===== src/rtl/seq_multiplier_32_bit.sv =====
// Iterative shift-add 32x32->64 multiplier, one adder_32_bit add per cycle over 32 iterations.
// Define MULT_SIGNED_EN for two's-complement operands (adds a sign fixup state, 33-cycle latency).

module adder_32_bit (
    input  logic [31:0] a,
    input  logic [31:0] b,
    output logic [31:0] sum
);
    assign sum = a + b;
endmodule

// state | meaning
// IDLE  | waiting for start, product held
// BUSY  | one shift-add iteration per cycle, 32 in total
// FIXUP | signed build only: apply result sign, then done
module seq_multiplier_32_bit (
    input  logic        clk,
    input  logic        reset,
    input  logic        start,
    input  logic [31:0] multiplicand,
    input  logic [31:0] multiplier,
    output logic        busy,
    output logic        done,
    output logic [63:0] product
);
    localparam logic [1:0] IDLE  = 2'd0;
    localparam logic [1:0] BUSY  = 2'd1;
`ifdef MULT_SIGNED_EN
    localparam logic [1:0] FIXUP = 2'd2;
`endif

    logic [1:0]  state, state_nxt;
    logic [31:0] mcand, acc_hi, acc_lo;
    logic [4:0]  count;
    logic [31:0] add_sum, sum;
    logic        c;
    logic [31:0] op_a, op_b;
`ifdef MULT_SIGNED_EN
    logic        neg;
    // 0x80000000 negates to itself, which is its correct unsigned magnitude
    assign op_a = multiplicand[31] ? (~multiplicand + 32'd1) : multiplicand;
    assign op_b = multiplier[31]   ? (~multiplier + 32'd1)   : multiplier;
`else
    assign op_a = multiplicand;
    assign op_b = multiplier;
`endif

    adder_32_bit u_add (
        .a   (acc_hi),
        .b   (mcand),
        .sum (add_sum)
    );

    assign sum = acc_lo[0] ? add_sum : acc_hi;
    // carry recovered from the MSBs; forced to 0 when no add happens
    assign c   = acc_lo[0] & ((acc_hi[31] & mcand[31]) |
                              ((acc_hi[31] | mcand[31]) & ~sum[31]));

    always_ff @(posedge clk) begin
        if (reset) state <= IDLE;
        else       state <= state_nxt;
    end

    always_comb begin
        state_nxt = state;
        case (state)
            IDLE: if (start) state_nxt = BUSY;
            BUSY: if (count == 5'd31) begin
`ifdef MULT_SIGNED_EN
                state_nxt = FIXUP;
`else
                state_nxt = IDLE;
`endif
            end
`ifdef MULT_SIGNED_EN
            FIXUP: state_nxt = IDLE;
`endif
            default: state_nxt = IDLE;
        endcase
    end

    always_comb begin
        busy = (state != IDLE);
    end

    always_ff @(posedge clk) begin
        if (reset) begin
            mcand   <= '0;
            acc_hi  <= '0;
            acc_lo  <= '0;
            count   <= '0;
            done    <= 1'b0;
            product <= '0;
`ifdef MULT_SIGNED_EN
            neg     <= 1'b0;
`endif
        end else begin
            done <= 1'b0;
            case (state)
                IDLE: if (start) begin
                    mcand  <= op_a;
                    acc_hi <= '0;
                    acc_lo <= op_b;
                    count  <= '0;
`ifdef MULT_SIGNED_EN
                    neg    <= multiplicand[31] ^ multiplier[31];
`endif
                end
                BUSY: begin
                    {acc_hi, acc_lo} <= {c, sum, acc_lo[31:1]};
                    count <= count + 5'd1;
`ifndef MULT_SIGNED_EN
                    if (count == 5'd31) begin
                        product <= {c, sum, acc_lo[31:1]};
                        done    <= 1'b1;
                    end
`endif
                end
`ifdef MULT_SIGNED_EN
                FIXUP: begin
                    product <= neg ? (~{acc_hi, acc_lo} + 64'd1) : {acc_hi, acc_lo};
                    done    <= 1'b1;
                end
`endif
                default: ;
            endcase
        end
    end
endmodule


===== config.mk =====
export PLATFORM = sky130hd
export DESIGN_NAME = seq_multiplier_32_bit
export DESIGN_NICKNAME = d
export VERILOG_FILES = /design/src/rtl/seq_multiplier_32_bit.sv
export SDC_FILE = /design/constraint.sdc
export NUM_CORES = 1
export LEC_CHECK = 0
export CORE_AREA = 5 5 148 150
export DETAILED_ROUTE_END_ITERATION = 8
export DIE_AREA = 0 0 153 155
export SKIP_CTS_REPAIR_TIMING = 1
export SYNTH_ARGS = -nofsm -noshare
export SYNTH_HDL_FRONTEND = slang
export SYNTH_SLANG_ARGS = --single-unit

===== constraint.sdc =====
create_clock -name clk -period 2.5 [get_ports clk]
set_clock_uncertainty 0.15 [all_clocks]
set_input_delay 0.5 -clock clk [delete_from_list [all_inputs] [get_ports clk]]
set_output_delay 0.5 -clock clk [all_outputs]
set_load 0.005 [all_outputs]

# Word-level counts from Yosys, hierarchy flattened
# Cells that the tools add are included.
# totals
register_bits,168
latch_bits,0
ramBits,0
mem_bits_ro,0
out_inout_bits,66
memories,0
# op_classes
n_addsub,2
multipliers,0
n_div,0
order_cmp,0
n_eq_ne,4
shifts,0
n_mux,11
n_bitwise,7
n_reduce_logical,8
# op_table
op,n
one-hot mux 32 bit (2 select lines),2
two-way mux 32 bit,3
adder 32 bit,1
one-hot mux 5 bit (2 select lines),1
AND reduction 2 bit,4
adder 5 x 1 -> 5 bit (second input constant),1
== test 5 bit (second input constant),1
two-way mux 5 bit,1
two-way mux 2 bit,2
inequality test 2 bit (second input constant),2
one-hot mux 2 bit (2 select lines),1
nonzero test 2 bit,2
bitwise AND 1 bit,3
== test 2 x 1 -> 1 bit (second input constant),1
zero test 2 bit,1
inverter 1 bit,2
OR 1 bit,2
OR reduction 2 bit,1
two-way mux 1 bit,1

# Longest topological paths before layout
# Gate-level depths: netlist (run 1).
# logic_depth
ltp_word,7
depth_mapped,13
ltp_nobuf,13

# Cells and area by module
# A second synthesis (run 1) with hierarchy kept.
# unflattened
hier_cells,891
area_unflattened_um2,8132.8
# modules_own_cells
module,instances,cells_each,area_each_um2,seq_area_each_um2
seq_multiplier_32_bit,1,650,6388.6,3343.2
adder_32_bit,1,241,1744.2,0.0

# Worst setup path before layout (run 1)
# Ideal clock, no wire load.
# synth_timing
path_type,register to register
startpoint,register acc_hi[0]
endpoint,register product[59]
setup_time_ns,0.116
arrival_ns,2.464
t_required_ns,2.234
path_slack_ns,-0.230
path_stages_with_launch,14
n_path_buf,0
synth_period_minus_slack_ns,2.730
cell_sequence,dfxtp_1 ha_1 inv_1 fa_1 nor2b_1 o2111ai_1 a21oi_1 nor3b_2 o31ai_1 a21o_1 a41oi_1 mux2_2 o21ai_0 nand2_1
# synth_between
elab_chain_cells,2
# synth_rtl
item,line,text
"start, declared",33,"logic [31:0] mcand, acc_hi, acc_lo;"
"start signal, assigned",110,"{acc_hi, acc_lo} <= {c, sum, acc_lo[31:1]};"
adder 32 bit,9,assign sum = a + b;
two-way mux 32 bit,54,assign sum = acc_lo[0] ? add_sum : acc_hi;
"end signal, assigned",114,"product <= {c, sum, acc_lo[31:1]};"
"end, declared",24,output logic [63:0] product
# No other way between the ends.
# A chain may end at the register's enable or synchronous reset.

# Worst setup path in the final report (run 1)
# layout_timing
startpoint,register mcand[0]
endpoint,register acc_hi[23]
# layout_between
elab_chain_cells,3
# layout_rtl
item,line,text
"start, declared",33,
"start signal, assigned",101,mcand <= op_a;
adder 32 bit,9,
two-way mux 32 bit,54,
one-hot mux 32 bit (2 select lines),99,case (state)
# No other way between the ends.

==> parameters.txt, run 1 <==
Parameter                              Value

Status
  Outcome    complete, but fails checks
  Violated checks    negative setup slack

Cells and area
  Net count of the finished layout    1231
  Share of final-layout standard cells stronger than drive strength 1    23.7%
  Area added between synthesis and finish    43.8%
  Filler Cell Count    1869
  Number of diodes    0
  Register area    3360 um^2
  Most common cell after layout, fill and taps aside    sky130_fd_sc_hd__dfxtp_1
  Multi-input gate area    4780 um^2
  Post-route standard cell area excluding fillers    11400 um^2
  Leading cell types in the layout, fill and taps excluded    sky130_fd_sc_hd__dfxtp_1 (155), sky130_fd_sc_hd__clkdlybuf4s50_1 (130), sky130_fd_sc_hd__buf_4 (110)
  Final core utilization    55.6%

Timing
  Actual transition at the worst max-transition pin    649 ps
  Period utilisation layout    114%
  Unrepaired setup endpoints after global routing    yes
  Number of max-slew violations in the final report    0
  Final worst-path setup slack    -343 ps
  Number of hold violations in the final report    0
  Max Clk Rate    0.352 GHz
  Count of final setup violators    38
  Clock period minus worst slack    2840 ps
  Max transition margin    56.6%

Floorplanning
  Initial core utilization    38.7%
  Total die area    23700 um^2
  Row Count    53
  Placeable Area    20600 um^2
  Width of the chip    153 um
  Die Height    155 um
  I/O pin cnt    133

Clock network
  Clock tree root driver cell    sky130_fd_sc_hd__clkbuf_16
  Number of clock sinks seen by CTS    167
  Deepest clock path buffer count    2
  Total number of H-tree levels    4
  Clk Latency, worst-skew pair    430 ps
  Reg clk slew, reported paths    70 ps
  Number of buffers created by CTS    17
  Clock tree from TritonCTS    yes

Route
  Total detailed-routing wirelength    23.1 mm
  Wirelength per Cell    16.3 um
  First-pass detailed-route iteration total    5
  Drt initial violations    342
  Total number of vias    7254
  ANT nets after route    0
  Routed vias/inst    5.12
  DRC violations left    0

Power and ir drop
  Total Power    6.09 mW
  Reg power frac    45.9%
  Switching Fraction    27.6%
  Power share of the combinational group    11.7%
  Power density over the cells    532 nW/um^2
  Lkg Pwr    4.74 nW
  Sw power    1.68 mW
  Maximum vdd drop    0.438 mV
  Clock Power Share    42.4%
  Cell Int Power    4.41 mW

Logic synthesis
  Instance count of the mapped netlist    914
  Distinct cell type count of the synthesized netlist    62
  Synth Net Count    1017
  Number of register bits inferred by synthesis    167
  Avg Inst Size Synth    8.70 um^2
  Share of async-settable or async-resettable flops after synthesis    0%
  Post-synth design cell area    7950 um^2
  Syn. warnings    0
  Part of the Yosys area used for sequential elements    42.0%
  Flip-flop cell with the highest count after synthesis    sky130_fd_sc_hd__dfxtp_1
  Number of enable flip-flop cells after synthesis    0

Place
  Final weighted congestion of routability-driven global placement    0.926
  Post-place instance area    10300 um^2
  Setup slack at placement    -434 ps
  Estimated wirelength of the detail-placed design    16.1 mm
  # port buffers    132

Min path
  Hold depth    2
  Min-delay worst type    in -> reg
  Worst-case hold path end point    acc_hi[16]
  Launch instance of the worst min-delay path    reset

Critical path
  Class of the most critical setup path    reg -> reg
  Crit Reg-Reg Startpoint    mcand[0]
  Category of the worst setup path capture point    register
  Data arrival time of the critical path    2990 ps
  FF-to-FF setup slack    -340 ps
  Required time of the worst setup path    2650 ps
  Reg2Reg Capture Point    acc_hi[23]
  Critical Path Fanout Max    2
  Sort of element at the start of the critical path    register
  Number of cells on the worst reg-to-reg path    14

Global route
  Initial antenna violation count    0
  Pin count of the biggest net entering global routing    54
  Overflow left after global routing    0
  Global-route wire length before repair    36.4 mm
  Global Route Usage Sum    18.8%
  Number of global-route vias before repair    7134

Run
  Max_cap viols    0
[power groups by stage]
stage / combinational, mW / sequential (mW) / clock [mW]
2_1_floorplan: 0.391 / 2.83 / 0
3_3_place_gp: 0.662 / 2.85 / 0
3_5_place_dp: 0.668 / 2.85 / 0
4_1_cts: 0.674 / 2.79 / 2.65
5_1_grt: 0.778 / 2.81 / 2.76
6_report: 0.710 / 2.80 / 2.58
[Yosys cell counts, types with 4 or more instances]
| master | number | area (um^2) |
|---|---|---|
| sky130_fd_sc_hd__o21ai_1 | 8 | 40.0 |
| sky130_fd_sc_hd__clkbuf_1 | 45 | 169 |
| sky130_fd_sc_hd__mux2i_1 | 43 | 430 |
| sky130_fd_sc_hd__clkbuf_8 | 5 | 68.8 |
| sky130_fd_sc_hd__o21ai_0 | 33 | 165 |
| sky130_fd_sc_hd__nand2b_1 | 4 | 25.0 |
| sky130_fd_sc_hd__dfxtp_1 | 167 | 3340 |
| sky130_fd_sc_hd__o31ai_1 | 5 | 37.5 |
| sky130_fd_sc_hd__buf_1 | 6 | 22.5 |
| sky130_fd_sc_hd__a22o_1 | 47 | 412 |
| sky130_fd_sc_hd__xnor2_1 | 19 | 166 |
| sky130_fd_sc_hd__a21o_1 | 13 | 97.6 |
| sky130_fd_sc_hd__and3_1 | 21 | 131 |
| sky130_fd_sc_hd__nand2_1 | 108 | 405 |
| sky130_fd_sc_hd__xor2_1 | 11 | 96.3 |
| sky130_fd_sc_hd__nor2b_1 | 5 | 31.3 |
| sky130_fd_sc_hd__nor2_1 | 113 | 424 |
| sky130_fd_sc_hd__o21a_1 | 4 | 30.0 |
| sky130_fd_sc_hd__a21oi_1 | 115 | 576 |
| sky130_fd_sc_hd__ha_1 | 35 | 438 |
| sky130_fd_sc_hd__a211oi_1 | 8 | 60.1 |
| sky130_fd_sc_hd__inv_1 | 13 | 48.8 |
| sky130_fd_sc_hd__a31oi_1 | 10 | 62.6 |
| sky130_fd_sc_hd__mux2_2 | 14 | 158 |
| sky130_fd_sc_hd__nand3_1 | 12 | 60.1 |
[state kept, by name, indices dropped and copies added, names as in the netlist]
name and flops:
product 64, acc_hi 32, acc_lo 32, mcand 32
count 5, done 1, state 1
[layout make-up]
cell class / instances / area share (%)
multi-input cells: 674 / 41.8
well taps: 275 / 3.01
flip-flops and latches: 167 / 29.4
repair buffers: 254 / 20.2
clock inverters: 15 / 1.37
inverters: 14 / 0.460
clock buffers: 17 / 3.72
[worst max-delay path: stages, from the launching register on]
cell and delay (ps):
sky130_fd_sc_hd__dfxtp_2 350, sky130_fd_sc_hd__ha_4 140, sky130_fd_sc_hd__inv_2 30, sky130_fd_sc_hd__fa_2 360
sky130_fd_sc_hd__nor2b_4 130, sky130_fd_sc_hd__o2111ai_2 130, sky130_fd_sc_hd__a21oi_2 220, sky130_fd_sc_hd__nor3b_2 80
sky130_fd_sc_hd__o31ai_1 250, sky130_fd_sc_hd__a21o_1 210, sky130_fd_sc_hd__buf_6 130, sky130_fd_sc_hd__a41oi_2 110
sky130_fd_sc_hd__xnor2_1 130, sky130_fd_sc_hd__mux2i_1 180, sky130_fd_sc_hd__a211oi_1 90
[worst max-delay path by stage]
stage / slack [ps] / endpoint / startpoint
global placement: -380 / product[59] / mcand[0]
detailed placement: -430 / acc_hi[27] / mcand[0]
finish: -340 / acc_hi[23] / mcand[0]
CTS: -460 / acc_hi[27] / mcand[0]
floorplan: -140 / product[59] / mcand[0]
global route: -500 / acc_hi[23] / mcand[0]
[metal layers]
layer / wire length, um / up-vias / global-route usage, %
li1: - / 3674 / -
met3: 844 / 27 / 4.26
met2: 11000 / 125 / 32.0
met5: 0 / - / 0
met4: 383 / 0 / 5.13
met1: 10900 / 3428 / 24.2
[per-stage QoR]
stage / setup TNS [ps] / hold WS (ps) / cells
global placement: -6740 / 288 / 1374
finish: -5940 / 200 / 1416
global route: -11200 / 190 / 1416
floorplan: -518 / 285 / 914
detailed placement: -8210 / 292 / 1374
CTS: -9740 / 175 / 1406
[kinds of logic after synthesis]
family	synth area share, %
xor+xnor	3.30
flops	42.0
simple gates	15.1
fa+ha+maj	5.76
buf+inv	4.25
mux	7.39
compound gates	22.1
(Power assumes the default switching activity.)
==> run 2: changes to the inputs <==
--- a/config.mk
+++ b/config.mk
@@ -5,9 +5,10 @@
 export SDC_FILE = /design/constraint.sdc
 export NUM_CORES = 1
 export LEC_CHECK = 0
-export CORE_AREA = 5 5 148 150
+export CORE_AREA = 5 5 139 141
 export DETAILED_ROUTE_END_ITERATION = 8
-export DIE_AREA = 0 0 153 155
+export DIE_AREA = 0 0 144 146
+export PLACE_DENSITY_LB_ADDON = 0.25
 export SKIP_CTS_REPAIR_TIMING = 1
 export SYNTH_ARGS = -nofsm -noshare
 export SYNTH_HDL_FRONTEND = slang
==> parameters.txt, run 2 (synthesis gave the netlist of run 1 again) <==
Parameter                              Value

Route
  Routed vias/inst    5.44
  DRC violations left    0
  Wirelength per Cell    17.0 um
  First-pass detailed-route iteration total    5
  Total number of vias    7342
  Drt initial violations    381
  Total detailed-routing wirelength    23.0 mm
  ANT nets after route    0

Place
  Post-place instance area    10100 um^2
  Estimated wirelength of the detail-placed design    15.2 mm
  Placed cell count    1310
  Setup slack at placement    -407 ps
  Final weighted congestion of routability-driven global placement    0.849
  # port buffers    132

Timing
  Count of final setup violators    32
  Number of hold violations in the final report    0
  Period utilisation layout    118%
  Number of max-slew violations in the final report    0
  Fin Setup TNS    -6700 ps
  Unrepaired setup endpoints after global routing    yes
  Actual transition at the worst max-transition pin    733 ps
  Worst hold slack    222 ps
  Clock period minus worst slack    2960 ps
  Max transition margin    51.0%
  Max Clk Rate    0.338 GHz
  Final worst-path setup slack    -459 ps

Cells and area
  Final core utilization    62.7%
  Area added between synthesis and finish    40.7%
  Most common cell after layout, fill and taps aside    sky130_fd_sc_hd__dfxtp_1
  Final cell count without fillers    1349
  Share of final-layout standard cells stronger than drive strength 1    21.7%
  Post-route standard cell area excluding fillers    11200 um^2
  Number of flip-flops under the largest register name    64
  Leading cell types in the layout, fill and taps excluded    sky130_fd_sc_hd__dfxtp_1 (153), sky130_fd_sc_hd__clkdlybuf4s50_1 (130), sky130_fd_sc_hd__nor2_1 (109)
  Number of diodes    0
  Net count of the finished layout    1210
  Register containing the most flip-flops in the final layout    product

Critical path
  FF-to-FF setup slack    -460 ps
  Class of the most critical setup path    reg -> reg
  Data arrival time of the critical path    3130 ps
  Category of the worst setup path capture point    register
  Kind of cell adding the most delay to the critical path    compound AO/OA/AOI/OAI gates
  Count of buffer and inverter cells on the critical path    0
  Last element of the critical path    acc_hi[24]
  Crit Reg-Reg Startpoint    mcand[4]
  Cell-by-cell trace of the critical path    ha_4 > a21o_1 > a31o_1 > o21ai_4 > nand2_2 > a2111oi_4 > nor3_2 > o41ai_2 > xor2_1 > a211oi_2 > o21ba_1
  Number of cells on the worst reg-to-reg path    11
  First element of the critical path    mcand[4]
  Sort of element at the start of the critical path    register
  Critical Path Fanout Max    2
  Slowest cell on the critical path    sky130_fd_sc_hd__a2111oi_4
  Required time of the worst setup path    2670 ps
  Largest stage delay on the critical path    460 ps
  Reg2Reg Capture Point    acc_hi[24]
  Number of cells on the critical path    11

Clock network
  Number of buffers created by CTS    17
  Reg clk slew, reported paths    70 ps
  Clk Latency, worst-skew pair    430 ps
  Number of clock sinks seen by CTS    167
  Deepest clock path buffer count    2
  Clock tree from TritonCTS    yes
  Clock tree root driver cell    sky130_fd_sc_hd__clkbuf_16
  Total number of H-tree levels    4

Status
  Violated checks    negative setup slack
  Outcome    complete, but fails checks

Floorplanning
  Initial core utilization    44.6%
  Placeable Area    17800 um^2
  Die Height    146 um
  Width of the chip    144 um
  I/O pin cnt    133
  Row Count    49
  Total die area    21000 um^2

Global route
  Global Route Usage Sum    21.4%
  Number of global-route vias before repair    7221
  Global-route wire length before repair    36.3 mm
  Initial antenna violation count    0
  Overflow left after global routing    0
  Pin count of the biggest net entering global routing    66

Power and ir drop
  Maximum vdd drop    0.492 mV
  Total Power    6.17 mW
  Lkg Pwr    4.62 nW
  Power density over the cells    551 nW/um^2

Min path
  Min-delay worst type    in -> reg

Run
  Max_cap viols    0
run 2: cell types whose count changed in the layout (fill, tap and decap cells not counted), sizes merged:
cell    change
buf        -21
clkinv      -4
bufinv      +2
clkbuf      +1
inv         +1
run 2: worst min path at each step:
stage,start,end,slack [ps],cells after the start
2_1_floorplan,product[59],product[59],280,2
3_3_place_gp,product[31],product[31],280,2
3_5_place_dp,product[46],product[46],290,2
4_1_cts,reset,acc_hi[27],210,2
5_1_grt,reset,acc_hi[27],230,2
6_report,reset,acc_hi[27],220,2
run 2: where the power goes:
group	internal, mW	total [mW]	switching (mW)
sequential	2.73	2.80	0.0706
combinational	0.327	0.684	0.357
clock	1.52	2.68	1.16
run 2: area by class of cell:
cell class	instances	area, um^2
Clock buffer	18	439
Clock inverter	14	159
Fill cell	1508	6650
Inverter	14	52.6
Multi-Input combinational cell	674	4760
Sequential cell	167	3360
Tap cell	229	287
Timing Repair Buffer	233	2130
run 2: metal layers:
layer  track usage [%]  vias to the layer above  share of wire [%]
met3              3.91                       40                3.9
met5                 0                        -                  0
met1              27.6                     3525                 45
met2              35.5                      150                 49
li1                  -                     3627                  -
met4              7.72                        0                2.3
==> run 3: changes to the inputs <==
--- a/config.mk
+++ b/config.mk
@@ -10,6 +10,7 @@
 export DIE_AREA = 0 0 144 146
 export PLACE_DENSITY_LB_ADDON = 0.25
 export SKIP_CTS_REPAIR_TIMING = 1
+export SLEW_MARGIN = 20
 export SYNTH_ARGS = -nofsm -noshare
 export SYNTH_HDL_FRONTEND = slang
 export SYNTH_SLANG_ARGS = --single-unit
==> results of run 3 <==
Final layout, timing and power as in run 2 (identical DEF).
